File: src/rtl/rx_fifo_rd_sched.sv
// rtl/rx_fifo_rd_sched.sv - UART RX FIFO read-port scheduler for host words and DMA bursts
// Optional build macro: RX_WATERMARK_IRQ_EN adds the wm_level input and rx_irq output.
module rx_fifo_rd_sched #(
  parameter int DATA_W = 8,
  parameter int LEN_W  = 6,
  parameter int RD_LAT = 1
) (
  input  logic              clk,
  input  logic              rst_n,
  input  logic              notempty,
  input  logic [LEN_W-1:0]  fifo_level,
  output logic              fiford,
  input  logic [DATA_W-1:0] mem_rdata,
  input  logic              host_req,
  output logic              host_gnt,
  output logic              host_rvalid,
  output logic [DATA_W-1:0] host_rdata,
  input  logic              dma_req,
  input  logic [3:0]        dma_len,
  output logic              dma_gnt,
  output logic              dma_rvalid,
  output logic [DATA_W-1:0] dma_rdata,
  output logic              dma_done,
  output logic [3:0]        dma_cnt
`ifdef RX_WATERMARK_IRQ_EN
  ,
  input  logic [LEN_W-1:0]  wm_level,
  output logic              rx_irq
`endif
);

  typedef enum logic [1:0] {IDLE, HOST_RD, DMA_RD, DRAIN} state_t;

  localparam logic OWN_HOST = 1'b0;
  localparam logic OWN_DMA  = 1'b1;
  // Every tag stage except the output stage.
  localparam logic [RD_LAT-1:0] LOW_MASK = {RD_LAT{1'b1}} >> 1;

  state_t            state;
  state_t            state_nxt;
  logic              last_owner;
  logic              dma_first;
  logic [3:0]        len_q;
  logic [3:0]        iss_cnt;
  logic [RD_LAT-1:0] tag_v;
  logic [RD_LAT-1:0] tag_dma;
  logic              host_elig;
  logic              dma_elig;
  logic              pick_host;
  logic              pick_dma;
  logic              dma_last_issue;
  logic              pipe_empty;
  logic              top_v;
  logic              top_dma;
  logic              dma_rlast_nxt;
  logic              dma_rlast_q;

  assign host_elig      = host_req & notempty;
  assign dma_elig       = dma_req && (dma_len != 4'd0) && (fifo_level >= LEN_W'(dma_len));
  // On a tie the requester that did not own the previous slot wins.
  assign pick_host      = host_elig && (!dma_elig || (last_owner == OWN_DMA));
  assign pick_dma       = dma_elig && !pick_host;
  assign dma_last_issue = ((iss_cnt + 4'd1) == len_q);
  assign pipe_empty     = (tag_v == '0);
  assign top_v          = tag_v[RD_LAT-1];
  assign top_dma        = tag_dma[RD_LAT-1];
  // The word leaving the tag pipe is the burst's last when nothing else is
  // in flight behind it and the issue phase is over (full or truncated).
  assign dma_rlast_nxt  = top_v && top_dma && !(|(tag_v & LOW_MASK)) &&
                          !((state == DMA_RD) && fiford);

  // State register.
  always_ff @(posedge clk) begin
    if (!rst_n) state <= IDLE;
    else        state <= state_nxt;
  end

  // Next-state logic: arbitration in IDLE, issue in HOST_RD/DMA_RD, wait for returns in DRAIN.
  always_comb begin
    state_nxt = state;
    case (state)
      IDLE: begin
        if (pick_host)     state_nxt = HOST_RD;
        else if (pick_dma) state_nxt = DMA_RD;
      end
      HOST_RD: state_nxt = DRAIN;
      DMA_RD:  if (!notempty || dma_last_issue) state_nxt = DRAIN;
      DRAIN:   if (pipe_empty) state_nxt = IDLE;
      default: state_nxt = IDLE;
    endcase
  end

  // Output decode: read strobe and grant pulses; never strobe an empty FIFO.
  always_comb begin
    fiford   = 1'b0;
    host_gnt = 1'b0;
    dma_gnt  = 1'b0;
    case (state)
      HOST_RD: begin
        fiford   = notempty;
        host_gnt = notempty;
      end
      DMA_RD: begin
        fiford  = notempty;
        dma_gnt = dma_first;
      end
      default: ;
    endcase
  end

  // Grant bookkeeping: owner history, latched burst length and issue count.
  always_ff @(posedge clk) begin
    if (!rst_n) begin
      last_owner <= OWN_DMA;
      dma_first  <= 1'b0;
      len_q      <= 4'd0;
      iss_cnt    <= 4'd0;
    end else begin
      dma_first <= 1'b0;
      if (state == IDLE && pick_host) last_owner <= OWN_HOST;
      if (state == IDLE && pick_dma) begin
        last_owner <= OWN_DMA;
        len_q      <= dma_len;
        iss_cnt    <= 4'd0;
        dma_first  <= 1'b1;
      end
      if (state == DMA_RD && fiford) iss_cnt <= iss_cnt + 4'd1;
    end
  end

  // Tag pipe tracking each issued read until its memory data is valid.
  always_ff @(posedge clk) begin
    if (!rst_n) begin
      tag_v   <= '0;
      tag_dma <= '0;
    end else begin
      tag_v[0]   <= fiford;
      tag_dma[0] <= fiford && (state == DMA_RD);
      for (int i = 1; i < RD_LAT; i++) begin
        tag_v[i]   <= tag_v[i-1];
        tag_dma[i] <= tag_dma[i-1];
      end
    end
  end

  // Registered return steering, burst word count and completion pulse.
  always_ff @(posedge clk) begin
    if (!rst_n) begin
      host_rvalid <= 1'b0;
      host_rdata  <= '0;
      dma_rvalid  <= 1'b0;
      dma_rdata   <= '0;
      dma_rlast_q <= 1'b0;
      dma_done    <= 1'b0;
      dma_cnt     <= 4'd0;
    end else begin
      host_rvalid <= top_v && !top_dma;
      dma_rvalid  <= top_v && top_dma;
      dma_rlast_q <= dma_rlast_nxt;
      dma_done    <= dma_rvalid && dma_rlast_q;
      if (top_v && !top_dma) host_rdata <= mem_rdata;
      if (top_v && top_dma)  dma_rdata  <= mem_rdata;
      if (state == IDLE && pick_dma)         dma_cnt <= 4'd0;
      else if (dma_rvalid && dma_cnt != 4'hf) dma_cnt <= dma_cnt + 4'd1;
    end
  end

`ifdef RX_WATERMARK_IRQ_EN
  logic dma_busy;
  // During DRAIN last_owner names the requester whose reads are still returning.
  assign dma_busy = (state == DMA_RD) || ((state == DRAIN) && (last_owner == OWN_DMA));

  // Watermark interrupt, suppressed while a DMA burst is draining the FIFO.
  always_ff @(posedge clk) begin
    if (!rst_n) rx_irq <= 1'b0;
    else        rx_irq <= (wm_level != '0) && (fifo_level >= wm_level) && !dma_busy;
  end
`endif

endmodule

File: config.mk
export PLATFORM = sky130hd
export DESIGN_NAME = rx_fifo_rd_sched
export DESIGN_NICKNAME = d
export VERILOG_FILES = /design/src/rtl/rx_fifo_rd_sched.sv
export SDC_FILE = /design/constraint.sdc
export NUM_CORES = 1
export LEC_CHECK = 0
export CAP_MARGIN = 30
export CORE_UTILIZATION = 45
export CTS_BUF_LIST = sky130_fd_sc_hd__clkbuf_8
export CTS_CLUSTER_DIAMETER = 200
export DETAILED_ROUTE_END_ITERATION = 10
export MAX_ROUTING_LAYER = met4
export PLACE_DENSITY = 0.8
export SYNTH_ARGS = -nofsm -noshare
export SYNTH_HDL_FRONTEND = slang
export SYNTH_SLANG_ARGS = --single-unit
File: constraint.sdc
create_clock -name clk -period 1.6 [get_ports clk]
set_input_delay 0.16 -clock clk [delete_from_list [all_inputs] [get_ports clk]]
set_output_delay 0.16 -clock clk [all_outputs]
set_load 0.05 [all_outputs]
* Word-level counts from Yosys, hierarchy flattened
Index checks and enable logic that the tools add are counted.
Word-level totals: input port bits 23, word-level logic and storage cells 63, register bits after elaboration 38, output and inout port bits 26
Cells by class: muxes and demuxes 11, add/sub/neg operators 2, reductions and logical operators 25, eq/ne operators 8, bitwise gates (word level) 2, $lt $le $gt $ge 1
Operators by type and width (count):
- $logic_and A1 B1 Y1 | 12
- $add A4 B1 Y4 const B | 2
- $mux W2 | 4
- $mux W4 | 2
- $pmux W2 S4 | 1
- $ge A6 B4 Y1 | 1
- $logic_not A1 Y1 | 5
- $eq A2 B2 Y1 const B | 2
- $eq A4 B4 Y1 | 1
- $mux W1 | 4
- $ne A4 B4 Y1 const B | 1
- $reduce_bool A4 Y1 | 1
- $reduce_or A2 Y1 | 2
- $ne A3 B3 Y1 const B | 1
- $reduce_and A3 Y1 | 1
- $eq A2 B1 Y1 const B | 1
- $logic_not A2 Y1 | 1
- $logic_or A1 B1 Y1 | 2
- $ne A2 B1 Y1 const B | 1
- $ne A2 B2 Y1 const B | 1
- $reduce_bool A2 Y1 | 1
- $and A1 B1 Y1 | 1
- $not A1 Y1 | 1

* Logic depth before layout (Yosys ltp)
Gate-level depths: netlist of the first run.
depth after elaboration 11, depth in mapped cells 8, depth with buffers taken out 7

* Worst setup path after synthesis of the first run
OpenSTA, ideal clock, no wires.
path kind input to register, start point in dma_len[3], end point reg last_owner, stages 8, data required time 1486 ps, buffers on the path 1, setup slack 53 ps, setup time 114 ps, data arrival time 1433 ps, cells stage by stage inv_1 ha_1 a2111oi_2 o21ai_2 nand2b_4 buf_12 nand2_4 a21o_1
Between the ends: word-level cells in the longest chain between the ends 10, elaborated cells between the ends (all ways) 12, those cells by class order compare: 1; reduce/logical: 11
RTL lines:
- start, declared | RTL line 19 | input logic [3:0] dma_len,
- parallel branches: the longest is 2 deep, another holds $ge A6 B4 Y1
- $logic_and A1 B1 Y1 * | RTL line 59 | assign dma_elig = dma_req && (dma_len != 4'd0) && (fifo_level >= LEN_W'(dma_len));
- $logic_not A1 Y1 | RTL line 61 | assign pick_host = host_elig && (!dma_elig || (last_owner == OWN_DMA));
- $logic_or A1 B1 Y1 | RTL line 61
- $logic_and A1 B1 Y1 | RTL line 61
- $logic_not A1 Y1 | RTL line 62 | assign pick_dma = dma_elig && !pick_host;
- $logic_and A1 B1 Y1 | RTL line 62
- $logic_and A1 B1 Y1 | RTL line 121 | if (state == IDLE && pick_dma) begin
- $reduce_or A2 Y1 (no line)
- end signal, assigned | RTL line 114 | last_owner <= OWN_DMA;
- end signal, assigned | RTL line 120 | if (state == IDLE && pick_host) last_owner <= OWN_HOST;
- end signal, assigned | RTL line 122 | last_owner <= OWN_DMA;
- end, declared | RTL line 41 | logic last_owner;
Mark *: on every way between the ends. A chain may end at the register's enable or synchronous reset.

* Worst setup path after layout of the first run
start point in fifo_level[2], end point reg state[0]
Between the ends: word-level cells in the longest chain between the ends 9, elaborated cells between the ends (all ways) 11, those cells by class order compare: 1; eq/ne: 1; mux: 2; reduce/logical: 7
RTL lines:
- start, declared | RTL line 11 | input logic [LEN_W-1:0] fifo_level,
- $ge A6 B4 Y1 * | RTL line 59
- $logic_and A1 B1 Y1 * | RTL line 59
- $logic_not A1 Y1 | RTL line 61
- $logic_or A1 B1 Y1 | RTL line 61
- $logic_and A1 B1 Y1 | RTL line 61
- $logic_not A1 Y1 | RTL line 62
- $logic_and A1 B1 Y1 | RTL line 62
- $ne A3 B3 Y1 (no line)
- $reduce_and A3 Y1 (no line)
- end signal, assigned | RTL line 75 | else state <= state_nxt;
- end, declared | RTL line 39 | state_t state;
Mark *: on every way between the ends. The rest lies on a longest branch, timed or not.

==> metrics.md, run 1 <==
| Metric | Value |
|---|---|
| Tightest Hold Check Type | in2reg |
| Global-route wire length before repair | 6530 microns |
| Fin Clk Skew | 0.00776 ns |
| Startpoint type of the worst setup path | input port |
| Path depth of the worst reg2reg path | 6 |
| Worst reg2reg path startpoint | iss_cnt[0] |
| Count of yosys warnings during synthesis | 0 |
| Top-Level Pins | 49 |
| Post-synthesis register bit count | 38 |
| Final hold slack | 0.332 ns |
| Setup TNS Final | 0 ns |
| Post-layout nets | 298 |
| Clock Pin Slew Worst Setup and Hold Paths | 0.07 ns |
| Clock latency on the worst-skew pair | 0.29 ns |
| Outcome | finished, final reports clean |
| Main combinational cell family by area after synthesis | simple AND/OR/NAND/NOR gates |
| Share of synthesized cell area in full adder, half adder and majority cells | 0.0695 |
| Cell count after placement | 306 |
| Endpoint kind of the worst setup timing path | flop |
| Critical path class | in2reg |
| Wire per inst | 13.1 microns |
| Critical Path Sink | state[0] |
| Final Instance Count excl. Fillers | 314 |
| Startpoint of the worst setup timing path | fifo_level[2] |
| Library cell with the highest instance count after synthesis | sky130_fd_sc_hd__nand2_1 |
| Clk sinks | 38 |
| Max Transition Viols Final | 0 |
| Routed via count divided by cell count | 5.18 |
| Number of diodes | 0 |
| Post-route cell area | 2590 sq um |
| RePlAce Congestion | 0.870 |
| Area leader, netlist | sky130_fd_sc_hd__dfxtp_1 |
| Worst slack at placement | -0.503 ns |
| Number of post-CTS setup repair buffers | 0 |
| Share of async-settable or async-resettable flops after synthesis | 0 |
| Final WS setup | 0.0406 ns |
| Simple-gate area share of the yosys netlist | 0.239 |
| R2R Path End | state[0] |
| Final number of hold-violating endpoints | 0 |
| Synthesized netlist net count | 236 |
| Share of synthesized area spent on multiplexers | 0.00556 |
| Number of distinct library cell variants in the gate-level netlist after synthesis | 40 |
| Vias in the first global route | 1526 |
| CP Data Required Time | 1.77 ns |
| Slew margin rel. | 0.667 |
| Arrival time at the worst endpoint | 1.73 ns |
| Mean post-synth cell area | 8.87 sq um |
| Largest fanout of any net on the critical path | 2 |
| Pwr dens | 1090 nW/um^2 |
| Buffers added on ports | 48 |
| XOR/XNOR share of the synthesized area | 0.0438 |
| Die Span X | 65.3 microns |
| Number of buffers inserted by hold repair at cts | 0 |
| Leading cell types by total area after synthesis | sky130_fd_sc_hd__dfxtp_1 (42%), sky130_fd_sc_hd__nand2_1 (8.8%), sky130_fd_sc_hd__ha_1 (6.9%) |
| Maximum number of pins on one net before global-route repair | 22 |
| Minimum clock period | 1.56 ns |
| Number of buffers between clock root and the deepest sink | 2 |
| Share of post-route cells with drive strength above 1 | 0.274 |
| VDD IR max | 0.840 mV |
| Dominant register cell in the synthesized netlist | sky130_fd_sc_hd__dfxtp_1 |
| Post-detailed-route DRC marker count | 0 |
| Total half-perimeter wirelength after legalization and detailed placement | 3060 microns |
| Standby leakage power | 1.07 nW |
| First-pass DRT Iterations | 4 |
| Post-route fraction of the period consumed by the critical path | 0.975 |
| Instance area after placement | 2390 sq um |
| Clock tree root buffer cell | sky130_fd_sc_hd__clkbuf_8 |
| Commonest cells post-synth | sky130_fd_sc_hd__nand2_1 (42), sky130_fd_sc_hd__dfxtp_1 (38), sky130_fd_sc_hd__a21boi_0 (16), sky130_fd_sc_hd__nand3_1 (16), sky130_fd_sc_hd__ha_1 (10) |
| Die outline height | 65.3 microns |
| Initial core utilization | 0.481 |
| Area share of the leading cell type in the synthesized netlist | 0.423 |
| Number of vias after detailed routing | 1628 |
| Final wirelength | 4120 microns |
| Max-capacitance violation count | 0 |
| Standard-cell rows | 22 |
| Level count of the clock H-tree | 2 |
| Number of enable-type register cells in the synthesized netlist | 0 |
| Area of the placeable core | 3740 sq um |
| Netlist area before placement | 1800 sq um |
| Post-Syn Instances | 203 |
| Number of buffers inserted during clock tree synthesis | 5 |
| Reg2reg setup slack | 0.05 ns |
| Post-synthesis sequential area ratio | 0.423 |
| Number of antenna violations at the first check in global routing | 0 |
| Compound-cell area share of the yosys netlist | 0.179 |
| Fillers | 307 |
| Count of antenna-violating nets left after detailed routing | 0 |
| Sum of overflow across all layers after global routing | 0 |
| P&R area growth vs syn | 44.1% |
| Total routing resource utilization after global routing | 0.205 |
| TritonCTS clock tree | built |
| Initial drt markers | 81 |
| Tightest Pin Transition | 0.498 ns |
| Maximum achievable frequency | 641 MHz |
| Final-report setup violation count | 0 |
| Total Die Area | 4260 sq um |
-- how the worst min path moves through the flow --
stage,from,to,slack (ns),cells past startpoint
floorplan,dma_len[0],len_q[0],0.29,2
global placement,dma_rlast_q,dma_done,0.45,1
detailed placement,dma_rlast_q,dma_done,0.45,1
CTS,dma_len[1],len_q[1],0.39,4
global route,dma_len[0],len_q[0],0.35,4
finish,dma_len[0],len_q[0],0.33,4
-- state kept, by name, summed over array words and instances, names as in the netlist --
signal and count:
tag_dma 1, dma_first 1, dma_done 1, tag_v 1, state 2, dma_cnt 4
host_rdata 8, dma_rvalid 1, len_q 4, iss_cnt 4, host_rvalid 1, last_owner 1
dma_rlast_q 1, dma_rdata 8
-- placed cells by master, fill, tap and decap left out, drive strengths merged, types with 2 or more instances in the layout --
| cell | count |
|---|---|
| nor3b | 2 |
| o211ai | 2 |
| nand2b | 4 |
| ha | 10 |
| xnor2 | 6 |
| a21boi | 21 |
| nand3 | 17 |
| clkdlybuf4s50 | 17 |
| o21ai | 4 |
| a31oi | 2 |
| dlymetal6s2s | 4 |
| nor2 | 6 |
| dfxtp | 38 |
| dlygate4sd2 | 3 |
| and2 | 7 |
| a21oi | 6 |
| buf | 40 |
| clkbuf | 6 |
| inv | 6 |
| xor2 | 3 |
| nand2 | 44 |
| nor2b | 2 |
| and3 | 4 |
-- repair_timing --
item,CTS,global route
pin swaps,7,12
cloned,0,0
gates resized for setup,9,19
endpoints found under the setup margin,16,14
-- final cells by class --
| class | count | area (sq um) | area share |
|---|---|---|---|
| timing repair buffer | 64 | 584 | 0.225 |
| inverter | 6 | 22.5 | 0.00868 |
| tap | 48 | 60.1 | 0.0231 |
| multi-input combinational | 150 | 1070 | 0.413 |
| clock buffer | 6 | 82.6 | 0.0318 |
| sequential | 38 | 762 | 0.294 |
| clock inverter | 2 | 12.5 | 0.00482 |
-- critical path, cell delays in order --
cell	delay, ns
sky130_fd_sc_hd__clkdlybuf4s50_1	0.41
sky130_fd_sc_hd__ha_2	0.31
sky130_fd_sc_hd__o211ai_1	0.16
sky130_fd_sc_hd__o21ai_4	0.22
sky130_fd_sc_hd__nand2_2	0.10
sky130_fd_sc_hd__o311ai_2	0.26
sky130_fd_sc_hd__mux2i_1	0.10
-- cells by family (layout without fill, tap and decap cells) --
| group | after synthesis | count (layout) |
|---|---|---|
| mux | 1 | 1 |
| buf+inv | 15 | 78 |
| flops | 38 | 38 |
| xor+xnor | 9 | 9 |
| compound gates | 43 | 43 |
| fa+ha+maj | 10 | 10 |
| simple gates | 87 | 87 |
-- metrics by stage --
step	power (mW)	util
floorplan	1.72	-
global placement	2.04	0.638
detailed placement	2.07	0.638
CTS	2.77	0.671
global route	2.95	0.693
finish	2.82	0.693
-- power breakdown --
| part | internal (mW) | switching, mW |
|---|---|---|
| clock | 0.346 | 0.332 |
| combinational | 0.462 | 0.580 |
| sequential | 1.03 | 0.0642 |
-- layer usage --
metal  vias up  share of wire  track usage
li1        819              -            -
met5         -              0            -
met2        62           0.50        0.358
met1       740           0.42        0.224
met4         0          0.014       0.0761
met3         7          0.065       0.0521
(Power assumes the default switching activity.)
==> run 2, diff against run 1 <==
--- a/config.mk
+++ b/config.mk
@@ -10,6 +10,7 @@
 export CTS_BUF_LIST = sky130_fd_sc_hd__clkbuf_8
 export CTS_CLUSTER_DIAMETER = 200
 export DETAILED_ROUTE_END_ITERATION = 10
+export GPL_ROUTABILITY_DRIVEN = 0
 export MAX_ROUTING_LAYER = met4
 export PLACE_DENSITY = 0.8
 export SYNTH_ARGS = -nofsm -noshare
==> results of run 2 <==
The final DEF is identical to that of run 1; final timing and power are the same.
==> RTL edit 1 (flow settings as in run 1) <==
The 4 states of `state_t` get a one-hot encoding in 4 bits.
--- a/src/rtl/rx_fifo_rd_sched.sv
+++ b/src/rtl/rx_fifo_rd_sched.sv
@@ -30,5 +30,5 @@
 );
 
-  typedef enum logic [1:0] {IDLE, HOST_RD, DMA_RD, DRAIN} state_t;
+  typedef enum logic [3:0] {IDLE = 4'b0001, HOST_RD = 4'b0010, DMA_RD = 4'b0100, DRAIN = 4'b1000} state_t;
 
   localparam logic OWN_HOST = 1'b0;
Behaviour: same outputs for any inputs over 10 cycles, from zero or initial values and one cycle with rst_n low; not proved beyond that.
==> RTL edit 1 against run 1 <==
  * The flow now finishes with violations (negative setup slack)
  * Cell area grew 2.4%
  * Worst setup slack lost 0.19 ns
  * Synthesized cell count shrank 3.4%
  * Wire length grew 3.1%
  * Sequential cell count grew 2
  * Worst hold slack gained 0.061 ns
  * Synthesized area shrank 4.0%
  * Global-route usage grew 2.5 points
  * Sequential share of layout area grew 0.91 points
Power is not compared: it rests on default switching activity, and its combinational part moved more than twofold at a synthesized area within 25%.
==> RTL edit 1: results (changes against run 1) <==
* Status: finished with violations
* Failing checks: negative setup slack
* Largest net degree at the start of global routing at 17 (-23%)
* Worst hold endpoint: len_q[1]$_SDFFE_PN0P_
* HPWL Detailed at 3090 um (+0.78%)
* Fraction of synthesized area in multiplexers at 0.579% (+0.023 points)
* Gr usage total at 23.1% (+2.5 points)
* Vias after detailed routing at 1673 (+2.8%)
* Worst flop-to-flop path endpoint: state[2]$_SDFFE_PN0P_
* Fill cells at 317 (+3.3%)
* Antenna cells at 0 (unchanged)
* Synth Area in XOR/XNOR at 4.56% (+0.18 points)
* CTS resizes at 19 (+10)
* Top cells by count, synth: 40 x dfxtp_1, 32 x nand2_1, 22 x a21oi_1, 17 x nand3_1, 8 x o21ai_0
* Count of input and output buffers at 48 (unchanged)
* GPL Wtd Cong at 0.849 (-2.4%)
* Post-CTS setup buffer count at 1 (+1)
* Leak at 1.05 nW
* Share of the synthesized area in the top cell type at 46.3% (+4.1 points)
* Placed Cells at 308 (+0.65%)
* HP Start: dma_len[1]
* Maximum fanout along the worst path at 8 (+6)
* Synth area leaders: dfxtp_1 46%, nand2_1 6.9%, a21oi_1 6.4%
* Initial drt markers at 140 (+73%)
* Fraction of layout instances using a drive strength above 1 at 32.7% (+5.3 points)
* Final hold slack at 0.393 ns (+0.0606 ns)
* Nets at 297 (-0.34%)
* Syn_area_per_cell at 8.82 sq um (-0.53%)
* Hold WC Path Type: in2reg
* Non-Filler Instances at 317 (+0.96%)
* Worst Reg-to-Reg Cells at 4 (-2)
* Synth Area in Compound Gates at 18.3% (+0.38 points)
* Vias in the first global route at 1588 (+4.1%)
* Slew HR at 66.7% (about the same)
* Synth cell types at 40 (unchanged)
* Synth Net Count at 225 (-4.7%)
* # setup viols final at 16 (+16)
* First-pass GRT wire length at 7030 um (+7.7%)
* Worst Path Arrival at 2.00 ns (+0.27 ns)
* Worst skew pair latency at roughly 0.3 ns
* Setup WS post-layout at -0.154 ns (-0.194 ns)
* Peak supply drop at 458 uV
* Adder-cell share of the synthesized area at 4.34% (-2.6 points)
* Detailed Route WL at 4240 um (+3.1%)
* Sequential area share after synthesis at 46.3% (+4.1 points)
* Reg2reg start: state[1]$_SDFFE_PN0P_
* Final setup skew at 0.00387 ns (-0.00389 ns)
RTL edit 1: cell count changes in the layout (fill, tap and decap cells not counted), moves of 4 or more:
| cell | delta |
|---|---|
| a21boi_1 | -5 |
| o21ai_0 | +4 |
| a21boi_0 | -16 |
| nand2_1 | -11 |
| and2_1 | -5 |
| nor3_2 | +4 |
| buf_4 | +9 |
| a21oi_1 | +17 |
RTL edit 1: through the flow:
| step | cell area, sq um | setup TNS (ns) | utilization (%) | setup slack (ns) |
|---|---|---|---|---|
| 3_5_place_dp | 2420 | -8.97 | 66.1 | -0.634 |
| 3_3_place_gp | 2420 | -8.08 | 66.1 | -0.546 |
| 5_1_grt | 2660 | -2.55 | 72.6 | -0.200 |
| 4_1_cts | 2600 | -1.26 | 71.1 | -0.112 |
| 6_report | 2660 | -1.71 | 72.6 | -0.154 |
| 2_1_floorplan | 1760 | -1.03 | - | -0.108 |
RTL edit 1: power by group through the flow:
stage | Combinational, mW | Clock, mW | Sequential (mW)
floorplan | 0.151 | 0 | 1.07
finish | 0.352 | 0.846 | 1.05
CTS | 0.334 | 0.864 | 1.04
detailed placement | 0.309 | 0 | 1.06
global placement | 0.303 | 0 | 1.06
global route | 0.380 | 0.916 | 1.05
RTL edit 1: layout make-up:
class / count / share of cell area [%]
multi-input cells: 142 / 37.8
flip-flops and latches: 40 / 30.3
repair buffers: 74 / 24.7
clock buffers: 5 / 2.59
well taps: 48 / 2.26
clock inverters: 3 / 1.74
inverters: 5 / 0.706
RTL edit 1: worst max path at each step:
stage	endpoint	from	slack (ns)
after floorplan	iss_cnt[1]$_SDFFE_PN0P_	state[2]$_SDFFE_PN0P_	-0.11
after global placement	iss_cnt[3]$_SDFFE_PN0P_	dma_len[3]	-0.55
after detailed placement	iss_cnt[3]$_SDFFE_PN0P_	dma_len[3]	-0.63
after CTS	iss_cnt[3]$_SDFFE_PN0P_	state[1]$_SDFFE_PN0P_	-0.11
after global routing	iss_cnt[3]$_SDFFE_PN0P_	state[1]$_SDFFE_PN0P_	-0.20
final	state[2]$_SDFFE_PN0P_	state[1]$_SDFFE_PN0P_	-0.15
RTL edit 1: cells by family after synthesis:
logic type	after synthesis
flip-flops	40
multiplexers	1
adder cells (fa/ha/maj)	6
XOR/XNOR	9
buffers and inverters	14
AO/OA/AOI/OAI	47
AND/OR/NAND/NOR	79
RTL edit 1: critical path, stage by stage (launching register included):
cell	delay (ns)
dfxtp_2	0.35
or4b_4	0.60
a311o_4	0.41
nor2_4	0.21
o21a_1	0.14
RTL edit 1: metal layers:
layer	part of all wire [%]	vias up	global-route usage [%]
met5	0	-	-
met4	2.1	0	11.9
met3	5.2	11	3.57
met2	50	62	38.6
met1	43	759	26.6
li1	-	841	-
==> RTL edit 2 (settings of run 1) <==
Made on the original files. The parameter `LEN_W` goes from 6 to 4.
--- a/src/rtl/rx_fifo_rd_sched.sv
+++ b/src/rtl/rx_fifo_rd_sched.sv
@@ -3,5 +3,5 @@
 module rx_fifo_rd_sched #(
   parameter int DATA_W = 8,
-  parameter int LEN_W  = 6,
+  parameter int LEN_W  = 4,
   parameter int RD_LAT = 1
 ) (
Interface: changed (resized fifo_level); port bits go from 49 to 47. No check against the original RTL was run, so the function may have changed too.
==> RTL edit 2 against run 1 <==
  * Cell area shrank 2.4%
  * Wire length up 0.83%
  * Global-route usage up 1.3 points
  * Maximum frequency fell by 1.0%
  * Sequential share of layout area rose by 0.86 points
  * Total power down 5.7%
  * Synthesized area decreased by 6.4%
  * Clock power decreased by 8.6%
  * Worst setup slack worse by 0.016 ns
  * Non-clock buffer count decreased by 3
  * Worst hold slack got worse by 0.049 ns
  * Sequential cell count unchanged
==> RTL edit 2: results (changes against run 1) <==
* Nets at 293 (-1.7%)
* Maximum fanout along the worst path at 3 (+1)
* Area of the multi-input gates at 991 sq um (-7.5%)
* Worst Setup SP: iss_cnt[1]$_SDFFE_PN0P_
* Inverter count at 8 (+2)
* HPWL Detailed at 2770 um (-9.7%)
* HP Start: dma_len[2]
* Gr usage total at 21.8% (+1.3 points)
* Final setup skew at 0.00524 ns (-0.00252 ns)
* Largest stage delay, worst path at 0.34 ns (-0.07 ns)
* Slew HR at 66.8% (about the same)
* Worst R2R Setup Slack at 0.02 ns (-0.03 ns)
* Fill cells at 262 (-15%)
* Worst hold endpoint: len_q[2]$_SDFFE_PN0P_
* Post-DR vias/cell at 5.18 (-0.11%)
* Bufs w/o clock at 61 (-4.7%)
* Largest net degree at the start of global routing at 22 (unchanged)
* Synth area leaders: dfxtp_1 45%, nand2_1 8.7%, ha_1 8.2%
* Peak supply drop at 866 uV (+3.1%)
* GPL Wtd Cong at 0.832 (-4.4%)
* Leak at 1.13 nW (+5.0%)
* Final hold slack at 0.283 ns (-0.0491 ns)
* Sequential area share after synthesis at 45.1% (+2.9 points)
* Synth warn at 0 (unchanged)
* Placed Cells at 297 (-2.9%)
* Status: finished clean
* Comb_multi_in at 147 (-2.0%)
* Worst Path Arrival at 1.79 ns (+0.06 ns)
* Syn_area_per_cell at 8.38 sq um (-5.5%)
* Fraction of layout instances using a drive strength above 1 at 26.4% (-1.0 points)
* Synth Net Count at 233 (-1.3%)
* Non-Filler Instances at 307 (-2.2%)
* Sequential share of cell area at 30.2% (+0.86 points)
* Seq cells at 38 (unchanged)
* Detailed Route WL at 4150 um (+0.83%)
* CP bufs+invs at 0 (-1)
* Initial drt markers at 133 (+64%)
* Count of input and output buffers at 46 (-4.2%)
* Largest registers: dma_rdata x8, host_rdata x8
* Clock tree cell share of total cell area at 3.11% (-0.55 points)
* Top cells by count, synth: 39 x nand2_1, 38 x dfxtp_1, 24 x a21oi_1, 17 x nand3_1, 13 x nor2_1
* Vias in the first global route at 1458 (-4.5%)
* Non-clk buf share at 24.1% (+1.6 points)
* Slowest cell on crit path: dfxtp_2
* Synth cell types at 30 (-25%)
* First-pass GRT wire length at 6630 um (+1.6%)
==> RTL edit 2: cell types whose count changed after synthesis, sizes merged, moves of 3 or more <==
cell / delta
a21oi: +18
mux2i: +5
and2: -3
nand2: -5
a21boi: -21
nor3: +3
nor2: +7
==> RTL edit 2: logic make-up after synthesis <==
kind of cell	Yosys count	share of synthesized area, %
adders and majority gates	11	8.17
and+or+nand+nor	86	23.4
DFF	38	45.1
AOI/OAI and AO/OA	36	12.0
xor gates and xnor gates	8	4.16
muxes	6	3.56
buffers and inverters	16	3.56
==> RTL edit 2: report_power, final <==
part,total [mW],switching (mW),internal [mW]
registers,1.10,0.0707,1.02
clock network,0.620,0.328,0.292
logic,0.939,0.509,0.430
total,2.66,0.908,1.75
==> RTL edit 2: timing repair <==
item                                    in CTS  in global routing
cloned                                       0                  1
resized for setup                           10                 23
endpoints found under the setup margin      12                 17
buffers inserted                             0                  2
pin swaps                                    6                 12
==> RTL edit 2: layer usage <==
| layer | track usage (%) | part of all wire, % | vias to the layer above |
|---|---|---|---|
| li1 | - | - | 799 |
| met1 | 25.6 | 43 | 727 |
| met2 | 35.1 | 50 | 58 |
| met3 | 7.07 | 6.3 | 6 |
| met4 | 7.39 | 0.80 | 0 |
| met5 | - | 0 | - |
==> RTL edit 2: worst min-delay path: stages <==
cell and delay [ns]:
dlymetal6s2s_1 0.11, buf_4 0.14, mux2i_1 0.06, nor2_1 0.07
==> RTL edit 2: per-stage QoR <==
step	area (sq um)	setup slack [ns]	TNS, ns
finish	2530	0.0248	0
global route	2530	-0.0890	-0.195
global placement	2260	-0.333	-4.39
detailed placement	2260	-0.407	-5.30
CTS	2390	-0.0188	-0.0341
floorplan	1690	0.00499	0
